==> src/rtl/neuron_mac_seq.sv <==
// neuron_mac_seq
//   Sequential fixed-point neuron: result = act(sum(w[i]*x[i]) + bias).
//   LANES products are accumulated per clock. The result is saturated to
//   WORD_W bits.
//   Operands are captured on a start handshake, and the result is returned on
//   an output handshake.
//
// Ports
//   clk_i          : clock, rising edge
//   rst_i          : asynchronous reset, active-high
//   start_valid_i  : operands valid
//   start_ready_o  : block is idle and can accept operands
//   weights_i      : N_INPUTS signed weights, packed [N_INPUTS-1:0][WORD_W-1:0]
//   x_i            : N_INPUTS signed inputs, same packing
//   bias_i         : signed bias, same Q format as the operands
//   act_mode_i     : 00 linear, 01 ReLU, 10 leaky (neg >>> 3), 11 linear
//   result_valid_o : result_o holds a finished result
//   result_ready_i : consumer accepts the result
//   result_o       : saturated, activated result
//   busy_o         : an operation is in flight (state != IDLE)
module neuron_mac_seq #(
  parameter int N_INPUTS = 16,
  parameter int WORD_W   = 16,
  parameter int FRAC_W   = 8,
  parameter int LANES    = 4
) (
  input  logic                             clk_i,
  input  logic                             rst_i,
  input  logic                             start_valid_i,
  output logic                             start_ready_o,
  input  logic [N_INPUTS-1:0][WORD_W-1:0]  weights_i,
  input  logic [N_INPUTS-1:0][WORD_W-1:0]  x_i,
  input  logic [WORD_W-1:0]                bias_i,
  input  logic [1:0]                       act_mode_i,
  output logic                             result_valid_o,
  input  logic                             result_ready_i,
  output logic [WORD_W-1:0]                result_o,
  output logic                             busy_o
);

  localparam int ACC_W = 2*WORD_W + $clog2(N_INPUTS) + 1;
  localparam int IDX_W = (N_INPUTS > 1) ? $clog2(N_INPUTS) : 1;
  localparam logic [IDX_W-1:0] LAST_IDX = IDX_W'(N_INPUTS - LANES);
  localparam logic [IDX_W-1:0] IDX_STEP = IDX_W'(LANES);

  localparam logic signed [ACC_W-1:0] SAT_MAX =
    {{(ACC_W-WORD_W+1){1'b0}}, {(WORD_W-1){1'b1}}};
  localparam logic signed [ACC_W-1:0] SAT_MIN =
    {{(ACC_W-WORD_W+1){1'b1}}, {(WORD_W-1){1'b0}}};

  localparam logic [1:0] S_IDLE = 2'd0;
  localparam logic [1:0] S_ACC  = 2'd1;
  localparam logic [1:0] S_ACT  = 2'd2;
  localparam logic [1:0] S_DONE = 2'd3;

  logic [1:0]                       state_q, state_d;
  logic signed [ACC_W-1:0]          acc_q, acc_d;
  logic [IDX_W-1:0]                 idx_q, idx_d;
  logic [N_INPUTS-1:0][WORD_W-1:0]  w_q, w_d;
  logic [N_INPUTS-1:0][WORD_W-1:0]  x_q, x_d;
  logic [1:0]                       mode_q, mode_d;
  logic [WORD_W-1:0]                res_q, res_d;
  logic                             vld_q, vld_d;

  logic signed [ACC_W-1:0]          lane_sum;
  logic signed [ACC_W-1:0]          bias_ext;

  // ReLU / leaky activation on the integer-aligned accumulator value.
  function automatic logic signed [ACC_W-1:0] activate(
    input logic signed [ACC_W-1:0] s,
    input logic [1:0]              mode
  );
    logic signed [ACC_W-1:0] r;
    case (mode)
      2'b01:   r = (s < 0) ? '0 : s;
      2'b10:   r = (s < 0) ? (s >>> 3) : s;
      default: r = s;
    endcase
    return r;
  endfunction

  // Clamp to the signed WORD_W range.
  function automatic logic [WORD_W-1:0] saturate(
    input logic signed [ACC_W-1:0] v
  );
    logic [WORD_W-1:0] r;
    if (v > SAT_MAX)      r = {1'b0, {(WORD_W-1){1'b1}}};
    else if (v < SAT_MIN) r = {1'b1, {(WORD_W-1){1'b0}}};
    else                  r = v[WORD_W-1:0];
    return r;
  endfunction

  // Sum of the LANES full-precision products selected by idx_q.
  always_comb begin
    logic signed [2*WORD_W-1:0] prod;
    lane_sum = '0;
    for (int j = 0; j < LANES; j++) begin
      prod = $signed(w_q[idx_q + IDX_W'(j)]) * $signed(x_q[idx_q + IDX_W'(j)]);
      lane_sum = lane_sum + {{(ACC_W-2*WORD_W){prod[2*WORD_W-1]}}, prod};
    end
  end

  assign bias_ext = {{(ACC_W-WORD_W){bias_i[WORD_W-1]}}, bias_i};

  always_comb begin
    state_d = state_q;
    acc_d   = acc_q;
    idx_d   = idx_q;
    w_d     = w_q;
    x_d     = x_q;
    mode_d  = mode_q;
    res_d   = res_q;
    vld_d   = vld_q;
    case (state_q)
      S_IDLE: begin
        if (start_valid_i) begin
          w_d     = weights_i;
          x_d     = x_i;
          mode_d  = act_mode_i;
          acc_d   = bias_ext <<< FRAC_W;
          idx_d   = '0;
          state_d = S_ACC;
        end
      end
      S_ACC: begin
        acc_d = acc_q + lane_sum;
        // idx returns to 0 on the last group so it never indexes past N_INPUTS.
        if (idx_q == LAST_IDX) begin
          idx_d   = '0;
          state_d = S_ACT;
        end else begin
          idx_d = idx_q + IDX_STEP;
        end
      end
      S_ACT: begin
        res_d   = saturate(activate(acc_q >>> FRAC_W, mode_q));
        vld_d   = 1'b1;
        state_d = S_DONE;
      end
      S_DONE: begin
        if (result_ready_i) begin
          vld_d   = 1'b0;
          state_d = S_IDLE;
        end
      end
      default: state_d = S_IDLE;
    endcase
  end

  always_ff @(posedge clk_i or posedge rst_i) begin
    if (rst_i) begin
      state_q <= S_IDLE;
      acc_q   <= '0;
      idx_q   <= '0;
      w_q     <= '0;
      x_q     <= '0;
      mode_q  <= '0;
      res_q   <= '0;
      vld_q   <= 1'b0;
    end else begin
      state_q <= state_d;
      acc_q   <= acc_d;
      idx_q   <= idx_d;
      w_q     <= w_d;
      x_q     <= x_d;
      mode_q  <= mode_d;
      res_q   <= res_d;
      vld_q   <= vld_d;
    end
  end

  assign start_ready_o  = (state_q == S_IDLE);
  assign busy_o         = (state_q != S_IDLE);
  assign result_valid_o = vld_q;
  assign result_o       = res_q;

endmodule
==> config.mk <==
export PLATFORM = sky130hd
export DESIGN_NAME = neuron_mac_seq
export DESIGN_NICKNAME = d
export VERILOG_FILES = /design/src/rtl/neuron_mac_seq.sv
export SDC_FILE = /design/constraint.sdc
export NUM_CORES = 2
export LEC_CHECK = 0
export BUFFER_PORTS_ARGS = -buffer_cell sky130_fd_sc_hd__buf_2
export CAP_MARGIN = 30
export CORE_ASPECT_RATIO = 1.5
export CORE_MARGIN = 5
export CORE_UTILIZATION = 45
export CTS_CLUSTER_SIZE = 24
export DETAILED_ROUTE_END_ITERATION = 6
export PLACE_DENSITY_LB_ADDON = 0.15
export RECOVER_POWER = 25
export SETUP_SLACK_MARGIN = 0.2
export SYNTH_ARGS = -nofsm -noshare
export SYNTH_HDL_FRONTEND = slang
export SYNTH_SLANG_ARGS = --single-unit
==> constraint.sdc <==
create_clock -name clk_i -period 47.5 [get_ports clk_i]
set_input_delay 2.375 -clock clk_i [delete_from_list [all_inputs] [get_ports clk_i]]
set_output_delay 2.375 -clock clk_i [all_outputs]
set_load 0.005 [all_outputs]
# Word level (Yosys, flattened, before mapping)
# Index checks and enable logic that the tools add are counted.
# op_classes
muxes	33
addsub	8
eq_ne	9
multipliers	4
n_lt_le_gt_ge	7
n_reduce_logical	8
# ops
op	count
$bmux W16 S4	8
$mux W16	10
$pmux W37 S2	2
$mul A16 B16 Y32	4
$mux W37	3
$add A37 B35 Y37	1
$gt A37 B16 Y1 const B	1
$lt A37 B16 Y1 const B	1
$add A34 B32 Y35	1
$add A33 B32 Y34	1
$add A32 B32 Y33	1
$lt A29 B1 Y1 const B	1
$mux W28	1
$lt A4 B5 Y1 const B	4
$add A4 B2 Y4 const B	2
$mux W4	2
$pmux W2 S4	1
$pmux W4 S2	1
$eq A2 B2 Y1 const B	3
$mux W2	3
$ne A2 B2 Y1 const B	3
$reduce_and A2 Y1	3
$reduce_bool A2 Y1	3
$add A4 B1 Y4 const B	1
other kinds (7)	8
# word_totals
output_inout_bits	19
register_bits	574

# Longest topological paths before layout
# depth
ltp_word	9
mapped_depth	38
depth_no_buf	34

# Least setup slack after synthesis
# Ideal clock, no wire load.
# synth_timing
path_type	reg2reg
start	register idx_q[3]
end	register acc_q[27]
slack_ps	37441
path_buffers	5
path_stages_with_launch	34
period_less_slack_ps	10059
t_required_ps	47366
arrival_ps	9925
path_cell_list	dfrtp_1 > clkbuf_1 > clkbuf_1 > clkbuf_1 > mux4_2 > clkbuf_1 > and2_1 > fa_1 > inv_1 > fa_1 > fa_1 > inv_1 > fa_1 > inv_1 > fa_1 > fa_1 > inv_1 > fa_1 > fa_1 > fa_1 > inv_1 > fa_1 > inv_1 > ha_1 > clkbuf_1 > nand3_1 > nand2b_1 > o22ai_1 > a211oi_1 > a21oi_1 > a2111oi_0 > or3_1 > xor2_1 > o21ai_0
# synth_via
elab_chain_cells	9
elab_cells_between_ends	28
# synth_lines
element	line	source
start: declaration	58	logic [IDX_W-1:0] idx_q, idx_d;
start signal: assignment	163	idx_q <= idx_d;
$add A4 B1 Y4	98	prod = $signed(w_q[idx_q + IDX_W'(j)]) * $signed(x_q[idx_q + IDX_W'(j)]);
$bmux W16 S4	98	
$mux W16 (implied by the code)	98	
$mul A16 B16 Y32	98	
$add A32 B32 Y33	99	lane_sum = lane_sum + {{(ACC_W-2*WORD_W){prod[2*WORD_W-1]}}, prod};
$add A33 B32 Y34	99	
$add A34 B32 Y35 (*)	99	
$add A37 B35 Y37 (*)	126	acc_d = acc_q + lane_sum;
$pmux W37 S2 (*)	114	case (state_q)
end signal: assignment	153	acc_q <= '0;
end signal: assignment	162	acc_q <= acc_d;
end: declaration	57	logic signed [ACC_W-1:0] acc_q, acc_d;
# Every way passes the cells marked *; elsewhere a longest branch is shown, timed or not. The select of a mux whose other input is x is not followed.
# A chain may end at the register's enable or synchronous reset.

# Worst setup path after layout
# Ends and elaborated chain as after synthesis.

==> impl_metrics.toml <==
[timing]
min_period_ns = 12.30
rsz0062_at_grt = "no"
clock.fmax_mhz = 81.3
finClkSkew_ns = 0.0615
worst_slew_pin_slew_ns = 4.96
fin_crit_sh_pct = 25.9
setup_viol = 0
hold_violations = 0
maxSlewViolCount = 507
setup_tns_ns = 0
slew_headroom_pct = -233

[critical_path]
crit_slowest_cell = "dfrtp_4"
max_stage_delay_ns = 1.01
r2r_setup_slack_ns = 35.20
cpMostUsedCell = "fa_1"
crit_fanout = 54
critPathCaptureType = "flop"
crit_type = "flop to flop"
arrival_ns = 12.85
rr_worst_depth = 33
r2r-start = "idx_q[3]"
cp.required_ns = 48.05
start_kind = "flop"
r2r_end = "acc_q[27]"

[die]
ioPinCount = 553
fp.dieArea_um2 = 159000
initial_core_util_pct = 45.1
coreArea_um2 = 151000
fp-row-count = 175
die_w_um = 328
die_height_um = 487

[synth]
avgSynthCellArea_um2 = 9.37
synth_top_area_cell = "fa_1"
yosysTopAreaCellShare_pct = 39.3
yosysUniqueCellTypes = 63
netlist_instances = 7274
async_reset_ff_share_pct = 100
synthTopCellsByArea = "fa_1 39%, dfrtp_1 21%, nand2_1 12%, inv_1 8.3%, ha_1 5.8%"
ys_warn_count = 0
synth.most_common_cell = "nand2_1"
ys_ff_latch = 572
ys_seq_area_share_pct = 21.0
synthFlopType = "dfrtp_1"
synth.net_count = 9463
synth_area_um2 = 68100
synth_top_cells_by_count = "2106 x nand2_1, 1501 x inv_1, 1339 x fa_1"
synth-edff-count = 0

[layout]
area_growth_pct = 9.79
nets = 9852
drive_gt1_share_pct = 10.9

[hold_path]
hp-class = "flop to flop"
worstHoldStart = "x_q[243]"
min_path_cells = 2
whs_endpoint = "x_q[243]"

[route]
first_pass_iters = 5
drc = 0
num_vias = 50100
post_drt_wl_per_cell_um = 24.3
finalWirelength_um = 234000
routed_via_density = 5.18
drt.antenna.violating_nets = 0
drt_iter0_markers = 3405

[job]
cap_viol_max_count = 8

[global_route]
grt_overflow = 0
grt_pass1_wl_um = 352000
grt_usage_pct = 29.8
grt_max_degree = 210
grt_pass1_vias = 55700
antenna_found_initial = 8

[clocking]
clockBufferDepth = 3
htree_levels = 2
postCtsSetupRepairBufs = 0
ctsRootBufferMaster = "clkbuf_16"
clkSinkCount = 572
worstSkewPairLatency_ns = 0.71
tritoncts = "done"
cts.repair.resized = 0
clk_pin_slew_ns = 0.07
cts_hold_buf = 0
cts_buffers = 58

[place]
numPortBuffers = 552
globalplace.congestion = 0.979
dpl.hpwl_um = 196000

[status]
status = "finished, violations left"
violations = "max-capacitance violations, max-slew violations"
[cell usage in the layout, fill, tap and decap left out, types with 12 or more instances in the layout]
cell	count
mux2_2	55
xor2_1	17
buf_2	551
clkbuf_8	16
dfrtp_1	570
fa_1	1339
xnor2_1	26
ha_1	316
nand2_1	2105
a21oi_1	50
nor2_1	287
a21o_1	15
and2_1	228
inv_1	1500
clkinv_2	12
buf_4	47
nand2b_1	34
a22o_1	12
mux2i_1	68
o21ai_0	55
mux4_2	75
nor2b_1	39
clkbuf_1	22
clkbuf_16	58
o21ai_1	40
o21a_1	50
[metal layers]
metal	track usage, %	part of all wire, %	vias up
li1	-	-	22100
met3	3.67	5.5	456
met4	14.5	6.1	10
met2	50.5	49	1878
met1	38.1	39	25700
met5	0	0.031	-
[flip-flops by register name, summed over array words and instances, names as in the netlist]
name	count
mode_q	2
result_o	16
state_q	2
x_q	256
result_valid_o	1
w_q	256
acc_q	37
idx_q	2
[metrics by stage]
step	util [%]	setup WS, ns	cell area, um^2	hold slack (ns)	cells
after floorplan	-	29.12	68100	0.440	7274
after global placement	48.1	35.30	72700	0.452	9540
after detailed placement	48.2	35.33	72800	0.457	9546
after CTS	49.5	35.28	74800	0.472	9654
after global routing	49.5	34.60	74800	0.484	9659
final	49.5	35.20	74800	0.469	9663
[logic make-up (layout without fill, tap and decap cells)]
group           count (synthesis)  after routing  synth area share [%]
simple gates                 2724           2724                  16.2
buf+inv                      1789           2226                  9.91
fa+ha+maj                    1655           1655                  45.1
flops                         572            572                  21.0
compound gates                293            293                  2.78
mux                           198            198                  4.39
xor+xnor                       43             43                 0.553
other cells                     0              5                     0
[worst max-delay path by stage]
stage / startpoint / endpoint / slack (ns) / depth (start not counted)
2_1_floorplan: rst_i / acc_q[0] / 29.12 / 1
6_report: idx_q[3] / acc_q[27] / 35.20 / 33
3_5_place_dp: idx_q[3] / acc_q[27] / 35.33 / 33
5_1_grt: idx_q[3] / acc_q[27] / 34.60 / 33
4_1_cts: idx_q[3] / acc_q[27] / 35.28 / 33
3_3_place_gp: idx_q[3] / acc_q[34] / 35.30 / 29
[critical path, delay by kind of cell (launching register included)]
family / cells / cell delay (ns)
buffers and inverters: 10 / 1.89
xor gates and xnor gates: 1 / 0.13
AOI/OAI and AO/OA: 8 / 2.83
and+or+nand+nor: 2 / 0.36
DFF: 1 / 1.01
adders and majority gates: 11 / 5.25
muxes: 1 / 0.43
[cell type report]
class                      instances  area, um^2
antenna                            5        12.5
clock buffer                      86        1720
sequential                       572       14300
tap                             1947        2440
inverter                        1502        5640
clock inverter                    22         289
timing repair buffer             616        3320
fill                           14600       76300
multi-input combinational       4913       47100
Power is left out: the tool's default activity adds up to more than one toggle a clock period on the data nets, which glitch-free logic cannot reach.
